<file path="src/rtl/sample_rate_gen_pkg.sv">
// Shared types and defaults for the audio sample-rate generator.
package audio_clk_pkg;

  // Rate codes as seen on rate_sel / rate_active.
  typedef enum logic [1:0] {
    R11K = 2'd0,
    R22K = 2'd1,
    R44K = 2'd2,
    R48K = 2'd3
  } rate_code_t;

  localparam int unsigned CLK_HZ_DEFAULT = 27_000_000;
  localparam int unsigned RATE0_DEFAULT  = 11_025;
  localparam int unsigned RATE1_DEFAULT  = 22_050;
  localparam int unsigned RATE2_DEFAULT  = 44_100;
  localparam int unsigned RATE3_DEFAULT  = 48_000;
  localparam int unsigned ACC_W_DEFAULT  = 26;

  // Smallest accumulator width that holds acc + inc without overflow.
  function automatic int unsigned acc_width(input longint unsigned clk_hz,
                                            input longint unsigned max_rate);
    return $clog2(clk_hz + 2 * max_rate + 1);
  endfunction

  // Largest of four rates, used for the width check.
  function automatic longint unsigned max4(input longint unsigned a,
                                           input longint unsigned b,
                                           input longint unsigned c,
                                           input longint unsigned d);
    longint unsigned m;
    m = a;
    if (b > m) m = b;
    if (c > m) m = c;
    if (d > m) m = d;
    return m;
  endfunction

endpackage

</file>
<file path="src/rtl/sample_rate_gen.sv">
// Fractional (Bresenham) audio sample-clock generator.
// Each enabled cycle the accumulator gains 2*rate; every time it crosses
// CLK_HZ the output clock toggles, so the long-run rate is exact.
// A new rate code is only taken at a rising edge of clk_out so no
// shortened high or low phase is ever produced.
module sample_rate_gen
  import audio_clk_pkg::*;
#(
  parameter int unsigned CLK_HZ = CLK_HZ_DEFAULT,
  parameter int unsigned RATE0  = RATE0_DEFAULT,
  parameter int unsigned RATE1  = RATE1_DEFAULT,
  parameter int unsigned RATE2  = RATE2_DEFAULT,
  parameter int unsigned RATE3  = RATE3_DEFAULT,
  parameter int unsigned ACC_W  = ACC_W_DEFAULT
) (
  input  logic       clk_27MHz,
  input  logic       reset,
  input  logic       en,
  input  logic [1:0] rate_sel,
  output logic       clk_out,
  output logic       sample_tick,
  output logic [1:0] rate_active,
  output logic       rate_ack
);

  localparam longint unsigned MAX_RATE = max4(RATE0, RATE1, RATE2, RATE3);
  localparam logic [ACC_W-1:0] MOD  = ACC_W'(CLK_HZ);
  localparam logic [ACC_W-1:0] INC0 = ACC_W'(2 * RATE0);
  localparam logic [ACC_W-1:0] INC1 = ACC_W'(2 * RATE1);
  localparam logic [ACC_W-1:0] INC2 = ACC_W'(2 * RATE2);
  localparam logic [ACC_W-1:0] INC3 = ACC_W'(2 * RATE3);

  // Parameter sanity: every half-period must be at least one cycle and the
  // accumulator must hold acc + inc without wrapping.
  if ((2 * longint'(RATE0) >= longint'(CLK_HZ)) ||
      (2 * longint'(RATE1) >= longint'(CLK_HZ)) ||
      (2 * longint'(RATE2) >= longint'(CLK_HZ)) ||
      (2 * longint'(RATE3) >= longint'(CLK_HZ))) begin : g_bad_rate
    $error("sample_rate_gen: every 2*RATEn must be below CLK_HZ");
  end
  if (ACC_W < acc_width(CLK_HZ, MAX_RATE)) begin : g_bad_width
    $error("sample_rate_gen: ACC_W too small for CLK_HZ + 2*max rate");
  end

  rate_code_t       r_rate_active;
  logic             r_rate_ack;
  logic             r_clk_out;
  logic             r_tick;
  logic [ACC_W-1:0] r_acc;

  rate_code_t       w_rate_req;
  logic [ACC_W-1:0] w_inc;
  logic [ACC_W-1:0] w_sum;
  logic             w_half;
  logic             w_rise;
  logic             w_change;

  assign w_rate_req = rate_code_t'(rate_sel);

  // Constant 4-entry lookup of the per-cycle increment for the active rate.
  always_comb begin
    w_inc = INC0;
    case (r_rate_active)
      R11K: w_inc = INC0;
      R22K: w_inc = INC1;
      R44K: w_inc = INC2;
      R48K: w_inc = INC3;
      default: w_inc = INC0;
    endcase
  end

  // Half-tick detection; a half-tick while clk_out is low is a rising edge.
  always_comb begin
    w_sum    = r_acc + w_inc;
    w_half   = (w_sum >= MOD);
    w_rise   = w_half && !r_clk_out;
    w_change = (w_rate_req != r_rate_active);
  end

  // Accumulator, output clock, strobe and rate-switch register.
  always_ff @(posedge clk_27MHz) begin
    if (reset) begin
      r_acc         <= '0;
      r_clk_out     <= 1'b0;
      r_tick        <= 1'b0;
      r_rate_active <= w_rate_req;
      r_rate_ack    <= 1'b0;
    end else if (!en) begin
      // Idle: restart from zero and track the requested rate directly.
      r_acc         <= '0;
      r_clk_out     <= 1'b0;
      r_tick        <= 1'b0;
      r_rate_active <= w_rate_req;
      r_rate_ack    <= w_change;
    end else begin
      r_tick     <= w_rise;
      r_rate_ack <= 1'b0;
      if (w_half) begin
        r_acc     <= w_sum - MOD;
        r_clk_out <= ~r_clk_out;
      end else begin
        r_acc <= w_sum;
      end
      // Rate switch lands together with the tick; acc is kept.
      if (w_rise && w_change) begin
        r_rate_active <= w_rate_req;
        r_rate_ack    <= 1'b1;
      end
    end
  end

  assign clk_out     = r_clk_out;
  assign sample_tick = r_tick;
  assign rate_active = r_rate_active;
  assign rate_ack    = r_rate_ack;

endmodule

</file>
<file path="config.mk">
export PLATFORM = sky130hd
export DESIGN_NAME = sample_rate_gen
export DESIGN_NICKNAME = d
export VERILOG_FILES = /design/src/rtl/sample_rate_gen_pkg.sv /design/src/rtl/sample_rate_gen.sv
export SDC_FILE = /design/constraint.sdc
export NUM_CORES = 1
export LEC_CHECK = 0
export ABC_CLOCK_PERIOD_IN_PS = 6700
export CORE_MARGIN = 2
export CORE_UTILIZATION = 56
export DETAILED_ROUTE_END_ITERATION = 12
export PLACE_DENSITY = 0.8
export SLEW_MARGIN = 25
export SYNTH_ARGS = -nofsm -noshare
export SYNTH_HDL_FRONTEND = slang
export SYNTH_SLANG_ARGS = --single-unit
</file>
<file path="constraint.sdc">
create_clock -name clk_27MHz -period 6.7 [get_ports clk_27MHz]
set_input_delay 1.34 -clock clk_27MHz [delete_from_list [all_inputs] [get_ports clk_27MHz]]
set_output_delay 1.34 -clock clk_27MHz [all_outputs]
set_load 0.005 [all_outputs]
</file>
==> After elaboration in Yosys (flattened, before gate mapping) <==
Cells that the tools add are included.
{ "totals": {"regBits": 31, "inputBits": 5, "output_inout_bits": 5, "word_cells": 27} }
{ "op_classes": {"n_addsub": 2, "magnitude_cmp": 1, "n_eq_ne": 5, "n_mux": 7, "n_bitwise": 2, "reduce_logical": 5} }
{ "ops": {"columns": ["op", "count"], "rows": [
  ["$pmux 26 s4", 1],
  ["$add 26x26->26", 1],
  ["$ge 26x25->1 const B", 1],
  ["$mux 26", 1],
  ["$sub 26x25->26 const B", 1],
  ["$mux 2", 3],
  ["$eq 2x2->1 const B", 2],
  ["$ne 3x2->1 const B", 1],
  ["$eq 2x1->1 const B", 1],
  ["$logic_and 1x1->1", 2],
  ["$logic_not 2->1", 1],
  ["$mux 1", 2],
  ["$ne 2x2->1", 1],
  ["$not 1->1", 2],
  ["$reduce_or 2->1", 1],
  ["$logic_not 1->1", 1]
]} }

==> Logic depth before layout (Yosys ltp) <==
{ "depth": {"word_depth": 9, "mapped_depth": 18, "mapped_depth_nobuf": 17} }

==> Worst setup path after synthesis <==
OpenSTA, ideal clock, no wires.
{ "synth_path": {"path_kind": "reg-to-reg", "from": "register r_rate_active[1] (netlist: rate_active[1])", "to": "register r_rate_active[0] (netlist: rate_active[0]) (enable)", "setup_ns": 0.327, "arrival_ns": 3.879, "required_ns": 6.373, "path_slack_ns": 2.494, "stages_incl_launch_ff": 17, "path_buffers": 2, "period_less_slack_ns": 4.206, "path_cell_list": "edfxtp_1 > inv_1 > ha_1 > buf_4 > inv_1 > ha_1 > clkbuf_1 > nand4_1 > or2_2 > o41ai_2 > nor2_1 > and3_1 > nor4_2 > nand4_4 > a21oi_4 > nand2b_2 > o21ai_0"} }
{ "synth_via": {"elab_chain_len": 7, "word_cells_on_any_way": 11, "cone_classes": "add/sub: 1; order compare: 1; eq/ne: 5; mux: 1; reduce/logical: 3"} }
{ "synth_lines": {"columns": ["element", "line", "text"], "rows": [
  ["from (decl)", "sample_rate_gen.sv:45", "rate_code_t r_rate_active;"],
  ["from (signal assigned)", "sample_rate_gen.sv:86", "r_rate_active <= w_rate_req;"],
  ["from (signal assigned)", "sample_rate_gen.sv:93", "r_rate_active <= w_rate_req;"],
  ["from (signal assigned)", "sample_rate_gen.sv:106", "r_rate_active <= w_rate_req;"],
  ["$eq 2x2->1 (tied with other cells)", "sample_rate_gen.sv:63", "case (r_rate_active)"],
  ["$pmux 26 s4", "sample_rate_gen.sv:63", null],
  ["$add 26x26->26", "sample_rate_gen.sv:74", "w_sum = r_acc + w_inc;"],
  ["$ge 26x25->1", "sample_rate_gen.sv:75", "w_half = (w_sum >= MOD);"],
  ["$logic_and 1x1->1", "sample_rate_gen.sv:76", "w_rise = w_half && !r_clk_out;"],
  ["$logic_and 1x1->1 *", "sample_rate_gen.sv:105", "if (w_rise && w_change) begin"],
  ["$ne 3x2->1 (no line) *", null, null]
]} }
Every way passes the cells marked *; elsewhere a longest branch is shown, timed or not. The select of a mux whose other input is x is not followed.
A chain may end at the register's enable or synchronous reset.

==> Final worst setup path <==
{ "layout_path": {"from": "register r_rate_active[1] (netlist: rate_active[1])", "to": "register r_rate_active[1] (netlist: rate_active[1]) (enable)"} }
The elaborated chain is that of the path after synthesis.

==> results <==
- Headroom to the max-slew limit came out at roughly 40%.
- The worst-skew pair later-pin latency is approximately 0.29 ns.
- In the final routed layout, each cell accounts on average for about 19 um.
- For this design the ratio of total power to cell area is roughly 170 nW/um2.
- After clock tree synthesis, the flow added hold-fix buffers numbering 0.
- The reported max-cap violation count is 0.
- Walking the worst path, the cells encountered are inv_1 -> ha_1 -> inv_1 -> ha_1 -> nand4_1 -> or2_2 -> a2111oi_1 -> nor3_1 -> xnor2_1 -> and4b_1 -> nand4_4 -> a21oi_4 -> nand2b_2 -> o21ai_0.
- The proportion of netlist area held by the largest area contributor is 17.61%.
- The placer's final routability congestion estimate is 0.9893.
- For the pin with the worst max-slew slack, the measured transition is 0.8923 ns.
- The average instance in the mapped netlist occupies 7.958 um2.
- By count the netlist is led by sky130_fd_sc_hd__nor2_1 (29), sky130_fd_sc_hd__a21oi_1 (28), sky130_fd_sc_hd__dfxtp_1 (28).
- The max-slew violation count came to 0.
- In this run the static leakage power is roughly 1.3 nW.
- The initial antenna violation count is 0.
- The nature of the critical path startpoint is a flop.
- The worst hold path cell count is 2.
- Subtracting the final worst setup slack from the clock period gives approximately 5.3 ns.
- The post-place instance area is roughly 3300 um2.
- The maximum ir drop on the vdd rail is 154.0 uV.
- The count of fill cells added during filler insertion is between 400 and 500.
- The clock share of power is around a quarter.
- Along the worst path, the maximum fanout reaches 19.
- The post-placement cell count is 462.
- The total global routing overflow is 0.
- The post-CTS setup-driven buffer insertion count is 0.
- Dividing the final minimum period by the clock period gives 79.82%.
- The fraction of registers with async set/reset is 0%.
- The biggest area consumer among synthesized cells is sky130_fd_sc_hd__dfxtp_1.
- The number of nets in the synthesized netlist is between 400 and 500.
- Once the clock tree was built, the resizer swapped 0 gates to a different size.
- The overall die width is ~79 um.
- The data arrival time at the worst-slack endpoint is roughly 5.3 ns.
- The total wire length is just under 9000 um.
- The number of distinct library cells after synthesis is 70.
- The clock tree skew after final layout is ~0.0075 ns.
- The power consumption is approximately 0.58 mW.
- The share of post-route cells with drive strength above 1 is approximately a tenth.
- The count of input and output buffers is 9.
- For the worst setup path, the data required time is approximately 6.7 ns.
- The final instance count without filler cells is 470.
- The number of antenna diodes in the final layout is 0.
- After synthesis, the cell types taking the most area are sky130_fd_sc_hd__dfxtp_1 (18%), sky130_fd_sc_hd__ha_1 (7.5%), sky130_fd_sc_hd__a21oi_1 (4.4%).
- Setup violations remaining at the end of the flow were counted as 0.
- The most instantiated flip-flop cell in the synthesis netlist is sky130_fd_sc_hd__dfxtp_1.
- The slack of the critical path is 1.352 ns.
- After technology mapping, the gate count stands at 400.
- The die footprint is about 6300 um2.
- In the final design database the tool counted 421 nets.
- The floorplan step defined a core boundary enclosing ~5500 um2.
- Setup repair after global routing left no endpoint under its margin.
- Compared with the post-synthesis result, the final layout area differs by 5.582%.
- The DRC violation total after the first TritonRoute iteration is roughly 360.
- The part of the power in registers is 34.3%.
- The count of endpoints failing hold in the final timing report was 0.
- In this run the vertical extent of the chip is approximately 79 um.
- The number of clock buffers inserted by TritonCTS is 5.
- The flow ran to the end, and the final reports show no timing, DRC or antenna violations.
- For this block, the via count after detailed routing is 3,134.
- The worst reg-to-reg path cell count is 14.
- For this run, the slowest stage of the critical path takes 0.67 ns.
- Net switching is 39.20% of the power.
- The number of register bits inferred by synthesis is 30.
- The slowest stage of the critical path is the sky130_fd_sc_hd__a2111oi_1 cell.
- The first global-routing pass estimated ~14,000 um of wire.
- The pre-antenna-repair detailed-routing pass consisted of 5 iterations.
- The setup slack at placement is between 1.5 and 2 ns.
- In the routed layout, each cell is associated on average with a via count of ~6.7.
- The type of the tightest min-delay check is reg -> reg.
- The count of flip-flops with a built-in enable after synthesis is 2.
- The floorplan has 27 rows.
- The power dissipated by switching net loads is roughly 0.23 mW.
- The worst setup path is of the reg -> reg kind.
- The yosys synthesis warning count is 0.
- The sum of negative setup slack is 0 ns.
- The via count of the first global-routing pass came to 2,893.
- The share of the core filled with cells in the final layout is 61.03%.
- The remaining design rule violation count is 0.
- The library cell used as clock root buffer is sky130_fd_sc_hd__clkbuf_8.
- In the post-synthesis netlist, the cell with the most instances is sky130_fd_sc_hd__nor2_1.
- The portion of the post-synthesis area used by sequential elements is approximately a fifth.
- The number of levels the H-tree was split into is 2.
- STA classifies the critical path endpoint as a flop.
- For this design the top-level I/O count stands at 10.
- Global routing consumed, over all layers together, roughly 29% of the routing resources.
- Based on the critical path, the design can be clocked at up to 0.1870 GHz.
- The number of buffers between clock root and the deepest sink is 2.
- TritonCTS built the clock tree.
- Of the total power, combinational logic draws 39.1%.
- The remaining antenna violation count is 0.
- In this run the cell area of the synthesized design comes to around 3200 um2.
- The TritonCTS sink count is 30.
- Entering global routing, the biggest net connects 25 pins.
- Hold is met by approximately 0.49 ns.
- The cell area after layout is between 3000 and 4000 um2.
- Detailed placement finished with a half-perimeter wire length of 6691 um.
- Internal power comes to between 0.3 and 0.4 mW.
- The starting density of the core is between 50% and 60%.
- The clock slew at the register clock pins of the worst setup and hold paths is roughly 0.06 ns.
## routing by layer
layer  vias up  routed length (um)  GRT usage [%]
met4         0                 170          9.828
met1      1469                3993          39.46
met3        16                 720          6.787
met5         -                   0              0
li1       1497                   -              -
met2       152                3882          43.98
## kinds of logic (layout without fill, tap and decap cells)
group	after synthesis	after routing	synth area share, %
mux	4	4	1.258
fa+ha+maj	19	19	7.469
buf+inv	32	30	4.678
compound gates	128	128	29.48
simple gates	155	155	28.11
xor+xnor	32	32	9.513
flops	30	30	19.50
## registers in the layout, summed over array words and instances (netlist names)
register,flops
r_acc,25
rate_active,2
clk_out,1
rate_ack,1
sample_tick,1
## area by class of cell
cell class              instances  area, um2  area share (%)
clock buffers                   6      82.58           2.457
clock inverters                 2      12.51          0.3723
inverters                      13      48.80           1.452
multi-input cells             338       2416           71.89
flip-flops and latches         30      620.6           18.47
well taps                      72      90.09           2.681
repair buffers                  9      90.09           2.681
## worst max-delay path: cells and delay by family, from the launching register on
kind | cells | cell delay [ns]
AND/OR/NAND/NOR | 6 | 1.53
AO/OA/AOI/OAI | 3 | 1.47
XOR/XNOR | 1 | 0.24
flip-flops | 1 | 0.52
buffers and inverters | 2 | 0.32
adder cells (fa/ha/maj) | 2 | 0.94
## worst paths after layout
check                           start                  endpoint  slack, ns
max          rate_active[1]$_DFFE_PP_  rate_active[1]$_DFFE_PP_       1.35
min              clk_out$_SDFFE_PP0N_      clk_out$_SDFFE_PP0N_       0.49
max reg2reg  rate_active[1]$_DFFE_PP_  rate_active[1]$_DFFE_PP_       1.35
min reg2reg      clk_out$_SDFFE_PP0N_      clk_out$_SDFFE_PP0N_       0.49
## power groups by stage
stage          Clock [mW]  Sequential, mW  Combinational [mW]
5_1_grt             0.165           0.199               0.248
6_report            0.154           0.199               0.227
4_1_cts             0.158           0.198               0.221
2_1_floorplan           0           0.198               0.176
3_3_place_gp            0           0.202               0.217
3_5_place_dp            0           0.202               0.219
## cells in the final DEF, fill, tap and decap left out, drive strengths merged, types with 6 or more instances in the layout
cell type | Yosys | final
a211oi | 15 | 15
a21o | 7 | 7
a21oi | 30 | 30
a31oi | 7 | 7
and2 | 9 | 9
and3 | 14 | 14
clkbuf | 8 | 6
clkdlybuf4s50 | 0 | 9
dfxtp | 28 | 28
ha | 19 | 19
inv | 13 | 13
nand2 | 22 | 22
nand2b | 6 | 6
nand3 | 13 | 13
nand4 | 12 | 12
nor2 | 29 | 29
nor3 | 16 | 16
nor4 | 6 | 6
o21a | 8 | 8
o21ai | 20 | 20
or2 | 7 | 7
xnor2 | 14 | 14
xor2 | 18 | 18
(Power assumes the default switching activity.)
